==> config.mk <==
export PLATFORM = sky130hd
export DESIGN_NAME = if_fetch_stage
export DESIGN_NICKNAME = d
export VERILOG_FILES = /design/src/rtl/mips_pkg.sv /design/src/rtl/if_skid_reg.sv /design/src/rtl/if_fetch_stage.sv
export SDC_FILE = /design/constraint.sdc
export NUM_CORES = 1
export LEC_CHECK = 0
export ABC_AREA = 0
export CAP_MARGIN = 40
export CORE_MARGIN = 5
export CORE_UTILIZATION = 48
export CTS_BUF_LIST = sky130_fd_sc_hd__clkbuf_16
export CTS_CLUSTER_DIAMETER = 120
export DETAILED_ROUTE_END_ITERATION = 8
export HOLD_SLACK_MARGIN = 0.15
export PLACE_DENSITY_LB_ADDON = 0.08
export SLEW_MARGIN = 0
export SYNTH_ARGS = -nofsm -noshare
export SYNTH_HDL_FRONTEND = slang
export SYNTH_SLANG_ARGS = --single-unit
==> constraint.sdc <==
create_clock -name clk -period 5.4 [get_ports clk]
set_clock_uncertainty 0.1 [all_clocks]
set_input_delay 1.08 -clock clk [delete_from_list [all_inputs] [get_ports clk]]
set_output_delay 1.08 -clock clk [all_outputs]
set_load 0.02 [all_outputs]
==> src/rtl/mips_pkg.sv <==
`default_nettype none
// ============================================================================
// Module      : mips_pkg
// Description : Shared types and constants for the MIPS core front end.
//               NOP_INST         - all-zero word (sll $0,$0,0), used to flush
//                                  the IF/ID register
//               DEFAULT_RESET_PC - reset fetch address
//               fetch_state_t    - fetch sequencer states
//               word_align()     - clears the byte-offset bits of an address
// Revision    : 1.0 - initial release
// ============================================================================
package mips_pkg;

  localparam logic [31:0] NOP_INST         = 32'h0000_0000;
  localparam logic [31:0] DEFAULT_RESET_PC = 32'h0000_0000;

  typedef enum logic [2:0] {
    IDLE = 3'd0,
    REQ  = 3'd1,
    WAIT = 3'd2,
    HOLD = 3'd3,
    DROP = 3'd4
  } fetch_state_t;

  // Instruction addresses are always word aligned; bits [1:0] are dropped.
  function automatic logic [31:0] word_align(input logic [31:0] addr);
    return addr & ~32'h0000_0003;
  endfunction

endpackage : mips_pkg
`default_nettype wire

==> src/rtl/if_skid_reg.sv <==
`default_nettype none
// ============================================================================
// Module      : if_skid_reg
// Description : One-entry data+valid holding register. Catches an instruction
//               word returned while decode is stalled.
//   clk      in   clock, rising edge
//   rst      in   asynchronous active-high reset
//   load_i   in   capture data_i, mark entry valid
//   clear_i  in   drop the entry (highest priority)
//   pop_i    in   entry consumed, mark invalid
//   data_i   in   word to capture
//   valid_o  out  entry holds a live word
//   data_o   out  captured word
// Revision    : 1.0 - initial release
// ============================================================================
module if_skid_reg #(
  parameter int W = 32
) (
  input  logic         clk,
  input  logic         rst,
  input  logic         load_i,
  input  logic         clear_i,
  input  logic         pop_i,
  input  logic [W-1:0] data_i,
  output logic         valid_o,
  output logic [W-1:0] data_o
);

  logic         valid_q;
  logic [W-1:0] data_q;

  always_ff @(posedge clk or posedge rst) begin
    if (rst) begin
      valid_q <= 1'b0;
      data_q  <= '0;
    end else if (clear_i) begin
      valid_q <= 1'b0;
      data_q  <= '0;
    end else if (load_i) begin
      valid_q <= 1'b1;
      data_q  <= data_i;
    end else if (pop_i) begin
      valid_q <= 1'b0;
    end
  end

  assign valid_o = valid_q;
  assign data_o  = data_q;

endmodule : if_skid_reg
`default_nettype wire

==> src/rtl/if_fetch_stage.sv <==
`default_nettype none
// ============================================================================
// Module      : if_fetch_stage
// Description : Instruction fetch stage plus IF/ID pipeline register.
//               Holds the PC, keeps at most one instruction-memory read in
//               flight, buffers the returned word for decode, honours decode
//               stall and branch/jump redirect.
//   clk          in   clock, rising edge
//   rst          in   asynchronous active-high reset
//   imem_req     out  read request valid
//   imem_addr    out  read address (current PC)
//   imem_gnt     in   address accepted this cycle
//   imem_rvalid  in   read data valid
//   imem_rdata   in   instruction word
//   stall        in   decode cannot accept a new instruction
//   redirect     in   branch/jump taken: flush and refetch
//   redirect_pc  in   new PC (bits [1:0] ignored)
//   id_valid     out  IF/ID holds a live instruction
//   id_inst      out  IF/ID instruction
//   id_pc_plus4  out  fetch PC + 4 of that instruction
//   id_imm       out  id_inst[15:0] for the immediate extender
// Revision    : 1.0 - initial release
// ============================================================================
module if_fetch_stage
  import mips_pkg::*;
#(
  parameter logic [31:0] RESET_PC = DEFAULT_RESET_PC,
  parameter int          ADDR_W   = 32
) (
  input  logic              clk,
  input  logic              rst,
  output logic              imem_req,
  output logic [ADDR_W-1:0] imem_addr,
  input  logic              imem_gnt,
  input  logic              imem_rvalid,
  input  logic [31:0]       imem_rdata,
  input  logic              stall,
  input  logic              redirect,
  input  logic [ADDR_W-1:0] redirect_pc,
  output logic              id_valid,
  output logic [31:0]       id_inst,
  output logic [ADDR_W-1:0] id_pc_plus4,
  output logic [15:0]       id_imm
);

  localparam logic [ADDR_W-1:0] C_PC_INC = ADDR_W'(4);

  fetch_state_t      state_q, state_d;
  logic [ADDR_W-1:0] pc_q, pc_d;
  logic              req_q;
  logic              id_valid_q, id_valid_d;
  logic [31:0]       id_inst_q, id_inst_d;
  logic [ADDR_W-1:0] id_pc4_q, id_pc4_d;

  logic              skid_load, skid_pop, skid_clear;
  logic              skid_valid;
  logic [31:0]       skid_data;
  logic              w_accept;
  logic [ADDR_W-1:0] w_pc_inc;

  // IF/ID can take a word when decode is not stalled or the register is empty.
  assign w_accept = !stall || !id_valid_q;
  // Wraps modulo 2^ADDR_W.
  assign w_pc_inc = pc_q + C_PC_INC;

  if_skid_reg #(.W(32)) u_skid (
    .clk     (clk),
    .rst     (rst),
    .load_i  (skid_load),
    .clear_i (skid_clear),
    .pop_i   (skid_pop),
    .data_i  (imem_rdata),
    .valid_o (skid_valid),
    .data_o  (skid_data)
  );

  always_comb begin
    state_d    = state_q;
    pc_d       = pc_q;
    id_valid_d = id_valid_q;
    id_inst_d  = id_inst_q;
    id_pc4_d   = id_pc4_q;
    skid_load  = 1'b0;
    skid_pop   = 1'b0;
    skid_clear = 1'b0;

    // Without a load this cycle an unstalled IF/ID drains to a bubble;
    // a stalled one keeps everything.
    if (!stall) begin
      id_valid_d = 1'b0;
    end

    case (state_q)
      IDLE: state_d = REQ;
      REQ: begin
        if (imem_gnt) begin
          state_d = WAIT;
        end
      end
      WAIT: begin
        if (imem_rvalid) begin
          pc_d = w_pc_inc;
          if (w_accept) begin
            id_valid_d = 1'b1;
            id_inst_d  = imem_rdata;
            id_pc4_d   = w_pc_inc;
            state_d    = REQ;
          end else begin
            skid_load = 1'b1;
            state_d   = HOLD;
          end
        end
      end
      HOLD: begin
        // pc already advanced when the word was captured, so pc_q is the
        // skid word's PC + 4.
        if (!stall && skid_valid) begin
          id_valid_d = 1'b1;
          id_inst_d  = skid_data;
          id_pc4_d   = pc_q;
          skid_pop   = 1'b1;
          state_d    = REQ;
        end
      end
      DROP: begin
        if (imem_rvalid) begin
          state_d = REQ;
        end
      end
      default: state_d = IDLE;
    endcase

    // Redirect overrides every load and stall decision above.
    if (redirect) begin
      pc_d       = word_align(redirect_pc);
      id_valid_d = 1'b0;
      id_inst_d  = NOP_INST;
      id_pc4_d   = id_pc4_q;
      skid_load  = 1'b0;
      skid_pop   = 1'b0;
      skid_clear = 1'b1;
      case (state_q)
        REQ:     state_d = imem_gnt ? DROP : REQ;
        WAIT:    state_d = imem_rvalid ? REQ : DROP;
        DROP:    state_d = imem_rvalid ? REQ : DROP;
        HOLD:    state_d = REQ;
        IDLE:    state_d = REQ;
        default: state_d = IDLE;
      endcase
    end
  end

  always_ff @(posedge clk or posedge rst) begin
    if (rst) begin
      state_q    <= IDLE;
      pc_q       <= RESET_PC;
      req_q      <= 1'b0;
      id_valid_q <= 1'b0;
      id_inst_q  <= NOP_INST;
      id_pc4_q   <= '0;
    end else begin
      state_q    <= state_d;
      pc_q       <= pc_d;
      req_q      <= (state_d == REQ);
      id_valid_q <= id_valid_d;
      id_inst_q  <= id_inst_d;
      id_pc4_q   <= id_pc4_d;
    end
  end

  assign imem_req    = req_q;
  assign imem_addr   = pc_q;
  assign id_valid    = id_valid_q;
  assign id_inst     = id_inst_q;
  assign id_pc_plus4 = id_pc4_q;
  assign id_imm      = id_inst_q[15:0];

endmodule : if_fetch_stage
`default_nettype wire

**Word level (Yosys, flattened, before mapping)**

Cells that the tools add are included.

- Logic and storage cells: 78
- Register bits: 134

- Equality and inequality tests: 11
- $add $sub $neg: 1
- Bitwise gates (word level): 1
- Multiplexer cells: 41
- Reduce and logical (&&, ||, !) cells: 16

Operators by type and width:

| operator | count |
|---|---|
| $mux 32 | 12 |
| $pmux 32 s2 | 2 |
| $add 32x3->32 const B | 1 |
| $mux 3 | 7 |
| $mux 1 | 16 |
| $pmux 3 s5 | 1 |
| $ne 3x3->1 const B | 3 |
| $pmux 3 s3 | 1 |
| $reduce_bool 2->1 | 4 |
| $eq 3x1->1 const B | 2 |
| $eq 3x2->1 const B | 2 |
| $ne 2x2->1 const B | 3 |
| $reduce_bool 3->1 | 2 |
| $reduce_and 5->1 | 1 |
| $reduce_and 4->1 | 1 |
| $reduce_or 2->1 | 2 |
| $eq 3x3->1 const B | 1 |
| $logic_not 3->1 | 1 |
| $logic_not 1->1 | 2 |
| $mux 2 | 1 |
| $pmux 1 s2 | 1 |
| $reduce_and 2->1 | 1 |
| $logic_and 1x1->1 | 1 |
| $logic_or 1x1->1 | 1 |
| $not 1->1 | 1 |

**Longest topological paths before layout**

Gate-level depths: netlist of the first run.

- Word-level depth: 8
- Mapped depth: 7

**By module**

A second synthesis of the first run with hierarchy kept.

- Cells, all modules: 643
- Area total of the unflattened synthesis: 6,593.8 µm²

Modules (own cells, without submodules):

| module | area each (µm²) | instances | cells each |
|---|---|---|---|
| if_fetch_stage | 5,220.0 | 1 | 534 |
| if_skid_reg | 1,373.8 | 1 | 109 |

**Worst setup path after synthesis of the first run**

No wires, ideal clock.

- Path type: input to register
- Start: input port imem_rvalid
- End: register pc_q[30], in the netlist imem_addr[30]
- Slack: 2.742 ns
- Data arrival time: 2.476 ns
- Setup time: 0.082 ns
- Path buffers: 1
- Stages on the path: 5
- Path through: nand4bb_4 -> or4_1 -> clkbuf_2 -> or4_1 -> a31oi_1

- Cells in the longest elaborated chain, start to end: 2

Ends and longest elaborated chain:

| what | line | RTL |
|---|---|---|
| start, declared | if_fetch_stage.sv:35 | `input logic imem_rvalid,` |
| $reduce_bool 2->1 (no source line) | n/a |  |
| $reduce_and 2->1 (no source line) | n/a |  |
| end signal, assigned | if_fetch_stage.sv:163 | `pc_q <= pc_d;` |
| end, declared | if_fetch_stage.sv:49 | `logic [ADDR_W-1:0] pc_q, pc_d;` |

No other way between the ends.
A chain may end at the register's enable or synchronous reset.

**Worst setup path in the final report of the first run**

- Start: input port imem_rvalid
- End: register pc_q[28], in the netlist imem_addr[28]

The elaborated chain is that of the path after synthesis.

==> results.json, run 1 <==
{
  "period_needed_ns": 3.48,
  "r2r-end": "imem_addr[28]$_DFFE_PP0P_",
  "drtIter0Drc": 403,
  "synth_fa_ha_area_share_pct": 0.193,
  "gr-usage-met3_pct": 5.50,
  "overflow": 0,
  "cts_root_buffer": "clkbuf_16",
  "wl_per_cell_um": 19.2,
  "reg2reg_depth": 4,
  "clk_pin_slew_ns": 0.06,
  "final.setup.tns_ns": 0,
  "maxSlewHeadroom_pct": 52.4,
  "ys_ff_latch": 130,
  "ys_warn_count": 0,
  "io_buffers": 177,
  "start_kind": "primary input",
  "slew_viol_final": 0,
  "grt_max_degree": 59,
  "die_x_um": 126,
  "hold_path.class": "flip-flop to flip-flop",
  "diodes": 0,
  "synth_compound_area_share_pct": 20.6,
  "dieArea_um2": 15900,
  "crit_required_ns": 5.62,
  "setup_viol": 0,
  "synth_mux_area_share_pct": 5.46,
  "area_growth_pct": 36.7,
  "rsz0062_at_grt": "no",
  "synth_top_family_by_area": "compound AO/OA/AOI/OAI gates",
  "crit_path_max_fanout": 21,
  "endpoint_kind": "flip-flop",
  "io_pins": 184,
  "hold_start": "id_inst[21]$_DFFE_PP0P_",
  "drive_above_1_share_pct": 7.18,
  "die_y_um": 126,
  "finalHoldViolCount": 0,
  "worstHoldPathCells": 1,
  "synth_xor_area_share_pct": 2.98,
  "synth.avg_cell_area_um2": 10.5,
  "syn-cell-area_um2": 6470,
  "grt_usage_pct": 22.6,
  "vias": 5552,
  "place_hpwl_mm": 12.1,
  "gp_congestion": 0.825,
  "antenna_found_initial": 0,
  "detail-route-antenna-nets": 0,
  "r2r-start": "state_q[1]$_DFF_PP0_",
  "peakVddDrop_mv": 0.207,
  "gr-usage-met1_pct": 28.9,
  "post-synth-top-area-fraction_pct": 50.3,
  "clk_path_buf_depth": 2,
  "crit_slowest_cell": "or4_1",
  "cts-buffers-inserted": 17,
  "start_util_pct": 48.8,
  "wl_mm": 18.1,
  "cts.sinks": 130,
  "worstPathArrival_ns": 3.70,
  "p_leak_nw": 3.66,
  "ys_top_cells_by_area": "dfrtp_1, mux2i_1, a22o_1",
  "setup_ws_ns": 1.92,
  "ys_seq_area_share_pct": 50.3,
  "routed_via_density": 5.89,
  "cts_max_level": 4,
  "dr.pass1.iters": 5,
  "final_cells": 942,
  "ys.flop_type": "dfrtp_1",
  "final_nets": 824,
  "max_freq_mhz": 287,
  "synth-simple-area-share_pct": 13.9,
  "slowest_delay_ns": 0.91,
  "place_ws_ns": 1.50,
  "period_share_pct": 64.5,
  "critPathKind": "primary input to flip-flop",
  "busiest_layer": "met2",
  "drc": 0,
  "path_common_cell": "or4_1",
  "worstPathCellList": "clkdlybuf4s50_1, nand4bb_4, or4_1, or4_1, a31oi_1",
  "grt_pass1_vias": 5651,
  "async_flop_share_pct": 100,
  "status": "finished clean",
  "power_density_nw_per_um2": 389,
  "rrSetupSlack_ns": 2.55,
  "core_area_um2": 13200,
  "min_to": "id_inst[21]$_DFFE_PP0P_",
  "clk_latency_ns": 0.41,
  "post_cts_resized": 0,
  "yosysTopAreaCell": "dfrtp_1",
  "synthCells": 616,
  "cts_setup_buffers": 0,
  "drv_cap": 0,
  "tightest_slew_ns": 0.705,
  "cts_tree": "yes",
  "core.rowCount": 42,
  "synth_edf_count": 0,
  "yosysUniqueCellTypes": 51,
  "grt_use_met2_pct": 37.5,
  "grt_pass1_wl_mm": 29.3,
  "placed_cells": 910,
  "postCtsHoldBufs": 0
}
## cell usage after synthesis (2+ instances only)
| cell type | n |
|---|---|
| o41ai_1 | 3 |
| buf_2 | 4 |
| a22o_1 | 32 |
| nor2_1 | 21 |
| and2_1 | 3 |
| inv_1 | 3 |
| buf_1 | 6 |
| and3_1 | 2 |
| nand2_1 | 33 |
| o31ai_1 | 17 |
| nor4_1 | 6 |
| mux2i_1 | 33 |
| clkbuf_1 | 37 |
| nand4_1 | 14 |
| o21ai_0 | 24 |
| and4_1 | 2 |
| buf_4 | 21 |
| nand4b_1 | 2 |
| nor3_1 | 6 |
| or4_1 | 28 |
| o2bb2ai_1 | 32 |
| or2_2 | 2 |
| mux2_2 | 2 |
| xnor2_1 | 16 |
| clkbuf_2 | 4 |
| dfrtp_1 | 130 |
| xor2_1 | 6 |
| o211ai_1 | 5 |
| nand3_1 | 11 |
| nand3b_1 | 2 |
| a21oi_1 | 43 |
| or4_4 | 2 |
| buf_6 | 4 |
| or3_1 | 11 |
| a211oi_1 | 2 |
| a31oi_1 | 32 |
## how the worst max path moves through the flow
stage                     slack, ns        start                        end
final                          1.92  imem_rvalid  imem_addr[28]$_DFFE_PP0P_
after floorplan                0.75          rst     id_inst[0]$_DFFE_PP0P_
after global routing           1.83  imem_rvalid  imem_addr[28]$_DFFE_PP0P_
after detailed placement       1.50  imem_rvalid  imem_addr[28]$_DFFE_PP0P_
after CTS                      1.92  imem_rvalid  imem_addr[28]$_DFFE_PP0P_
after global placement         1.58  imem_rvalid  imem_addr[30]$_DFFE_PP0P_
## where the power goes
| part | switching [W] | internal (W) |
|---|---|---|
| logic | 0.000517 | 0.000471 |
| clock network | 0.000411 | 0.000759 |
| registers | 0.000146 | 0.00113 |
| total | 0.00107 | 0.00236 |
## flip-flops by register name (all words and copies together), names as in the netlist
register / count
id_inst: 32
u_skid.data_o: 32
id_pc_plus4: 30
imem_addr: 30
state_q: 3
id_valid: 1
imem_req: 1
u_skid.valid_o: 1
## worst max-delay path: cells and delay by family
kind / cells / cell delay (ns)
AOI/OAI and AO/OA: 1 / 0.20
buffers and inverters: 1 / 0.59
and+or+nand+nor: 3 / 1.82
## layer usage
metal,vias up,routed length (um)
met5,-,0
met2,191,9110
li1,2597,-
met1,2739,7660
met3,25,1080
met4,0,261
## kinds of logic (layout without fill, tap and decap cells)
family          Yosys count  after routing
mux                      35             35
flops                   130            130
simple gates            154            154
xor+xnor                 22             22
other cells               1              4
compound gates          194            194
buf+inv                  79            226
fa+ha+maj                 1              1
## cell usage in the layout, fill, tap and decap left out, drive strengths merged, types with 14 or more instances in the layout
cell	instances
clkdlybuf4s50	177
dfrtp	130
a21oi	43
nand2	33
mux2i	33
o2bb2ai	32
a22o	32
a31oi	32
or4	30
o21ai	24
nor2	21
o31ai	17
clkbuf	17
xnor2	16
nand4	14
buf	14
## metrics by stage
stage / total power [W] / cell area, um^2 / hold WS, ns / utilization (%)
floorplan: 0.00180 / 6480 / 0.372 / -
global placement: 0.00226 / 8190 / 0.371 / 61.8
detailed placement: 0.00229 / 8240 / 0.373 / 62.2
CTS: 0.00346 / 8840 / 0.395 / 66.8
global route: 0.00359 / 8840 / 0.413 / 66.8
finish: 0.00344 / 8840 / 0.388 / 66.8
## layout make-up
class                           count  area (um^2)
Fill cell                        1069         4400
Sequential cell                   130         3250
Multi-Input combinational cell    410         2840
Timing Repair Buffer              191         1920
Clock buffer                       17          425
Tap cell                          176          220
Clock inverter                     15          174
Inverter                            3         13.8
Note: power is estimated with default switching activity, not from simulation.
==> inputs of run 2 (changes only) <==
CORE_UTILIZATION = 44   (was 48)
clock period = 3.1 ns   (was 5.4 ns; I/O delays follow)
==> run 2 against run 1 <==
Register-to-register slack worse by 2.1 ns; routed wire length rose by 2.2%; global-route usage fell by 1.4 points; setup slack lost 1.4 ns; combinational power is 77% higher; sequential share of layout area down 0.38 points; non-clock buffer count rose by 10; cell count grew 1.9%; via count grew 2.3%; first-iteration DRC count is 4.7% higher; clock power is 68% higher; critical endpoint is now imem_addr[30]$_DFFE_PP0P_; highest routed layer unchanged.
==> results.json, run 2 (synthesized netlist as in run 1, its figures left out) <==
{
  "cts-buffers-inserted": 17,
  "power_density_nw_per_um2": 665,
  "fill_cells": 1185,
  "endpoint_kind": "flip-flop",
  "core_area_um2": 14500,
  "start_kind": "flip-flop",
  "path_buf_inv": 1,
  "cts.sinks": 130,
  "setup_viol": 0,
  "slew_viol_final": 0,
  "dr_wl_met3_mm": 1.32,
  "grt_pass1_vias": 5748,
  "drv_cap": 0,
  "core.rowCount": 44,
  "io_buffers": 177,
  "pwr-share-comb_pct": 29.6,
  "worstHoldPathCells": 1,
  "route.met2.wl_mm": 8.96,
  "dr.pass1.iters": 5,
  "wl_mm": 18.5,
  "critPathKind": "flip-flop to flip-flop",
  "design_area_um2": 8930,
  "layout_commonest_cell": "clkdlybuf4s50_1",
  "cts_root_buffer": "clkbuf_16",
  "wl_per_cell_um": 19.3,
  "die_x_um": 131,
  "die_y_um": 131,
  "place_hpwl_mm": 12.4,
  "crit_slowest_cell": "or4_1",
  "p_clk_share_pct": 33.1,
  "drc": 0,
  "hold_slack_ns": 0.390,
  "p_sw_w": 0.00189,
  "period_share_pct": 84.3,
  "final_cell_mix": "clkdlybuf4s50_1, dfrtp_1, a21oi_1",
  "detail-route-antenna-nets": 0,
  "grt_usage_pct": 21.2,
  "drtIter0Drc": 422,
  "drive_above_1_share_pct": 8.51,
  "power_frac_seq_pct": 37.3,
  "final_nets": 834,
  "post_cts_resized": 0,
  "slowest_delay_ns": 0.55,
  "crit_required_ns": 3.33,
  "period_needed_ns": 2.61,
  "vias": 5682,
  "maxSlewHeadroom_pct": 63.5,
  "hold_path.class": "flip-flop to flip-flop",
  "clk_latency_ns": 0.42,
  "cp.depth": 6,
  "internal-power_w": 0.00404,
  "reg2reg_depth": 6,
  "tightest_slew_ns": 0.547,
  "cts_setup_buffers": 0,
  "io_pins": 184,
  "grt_max_degree": 47,
  "clk_pin_slew_ns": 0.06,
  "p_leak_nw": 3.70,
  "area_growth_pct": 38.1,
  "worstPathCellList": "ha_1, nand3_2, or4_1, buf_4, or4_1, a31oi_1",
  "placed_area_um2": 8360,
  "max_freq_mhz": 382,
  "clk_path_buf_depth": 2,
  "cts_max_level": 4,
  "met1_length_mm": 7.94,
  "crit_path_max_fanout": 17,
  "status": "finished clean",
  "grt_pass1_wl_mm": 30.2,
  "dieArea_um2": 17200,
  "rsz0062_at_grt": "no",
  "finalHoldViolCount": 0,
  "path_common_cell": "or4_1",
  "antenna_found_initial": 0,
  "postCtsHoldBufs": 0,
  "routed.top_layer": "met4",
  "worstPathArrival_ns": 2.84,
  "cts_tree": "yes",
  "final.setup.tns_ns": 0,
  "routed_via_density": 5.92,
  "overflow": 0,
  "diodes": 0,
  "peakVddDrop_mv": 0.427,
  "start_util_pct": 44.7,
  "swShare_pct": 31.9,
  "gp_congestion": 0.832,
  "path_delay_family": "simple AND/OR/NAND/NOR gates"
}
-- run 2: final timing paths --
path | start | end | slack, ns
max | imem_addr[2]$_DFFE_PP0P_ | imem_addr[30]$_DFFE_PP0P_ | 0.49
min in group asynchronous | rst | u_skid.data_o[6]$_DFFE_PP0P_ | 0.51
min | id_inst[26]$_DFFE_PP0P_ | id_inst[26]$_DFFE_PP0P_ | 0.39
min reg2reg | id_inst[26]$_DFFE_PP0P_ | id_inst[26]$_DFFE_PP0P_ | 0.39
max reg2reg | imem_addr[2]$_DFFE_PP0P_ | imem_addr[30]$_DFFE_PP0P_ | 0.49
max in group asynchronous | rst | id_pc_plus4[15]$_DFFE_PP0P_ | 1.76
-- run 2: worst register-to-register path: stages (launching register included) --
cell,delay [ns]
dfrtp_1,0.46
ha_1,0.26
nand3_2,0.21
or4_1,0.55
buf_4,0.21
or4_1,0.52
a31oi_1,0.21
-- run 2: layer usage --
metal / vias to the layer above / global-route usage (%)
met5: - / 0
li1: 2611 / -
met4: 0 / 6.58
met3: 25 / 6.46
met2: 210 / 33.9
met1: 2836 / 27.6
-- run 2: layout make-up --
type	count	area, um^2	area share (%)
clock inverter	15	149	1.67
tap	184	230	2.58
multi-input combinational	410	2850	31.9
clock buffer	17	425	4.76
timing repair buffer	201	2010	22.5
inverter	3	15.0	0.168
sequential	130	3250	36.4
-- run 2: power by group through the flow --
stage	sequential, W	clock, W	combinational [W]
finish	0.00222	0.00197	0.00175
detailed placement	0.00225	0	0.00177
global route	0.00226	0.00207	0.00188
global placement	0.00224	0	0.00174
CTS	0.00222	0.00199	0.00177
floorplan	0.00249	0	0.000650
-- run 2: through the flow --
stage	setup slack, ns	std cells	total power (W)	utilization [%]
5_1_grt	0.323	960	0.00622	61.7
4_1_cts	0.494	960	0.00598	61.7
2_1_floorplan	0.694	619	0.00314	-
6_report	0.485	960	0.00594	61.7
3_3_place_gp	0.185	927	0.00397	57.5
3_5_place_dp	0.0936	928	0.00401	57.7
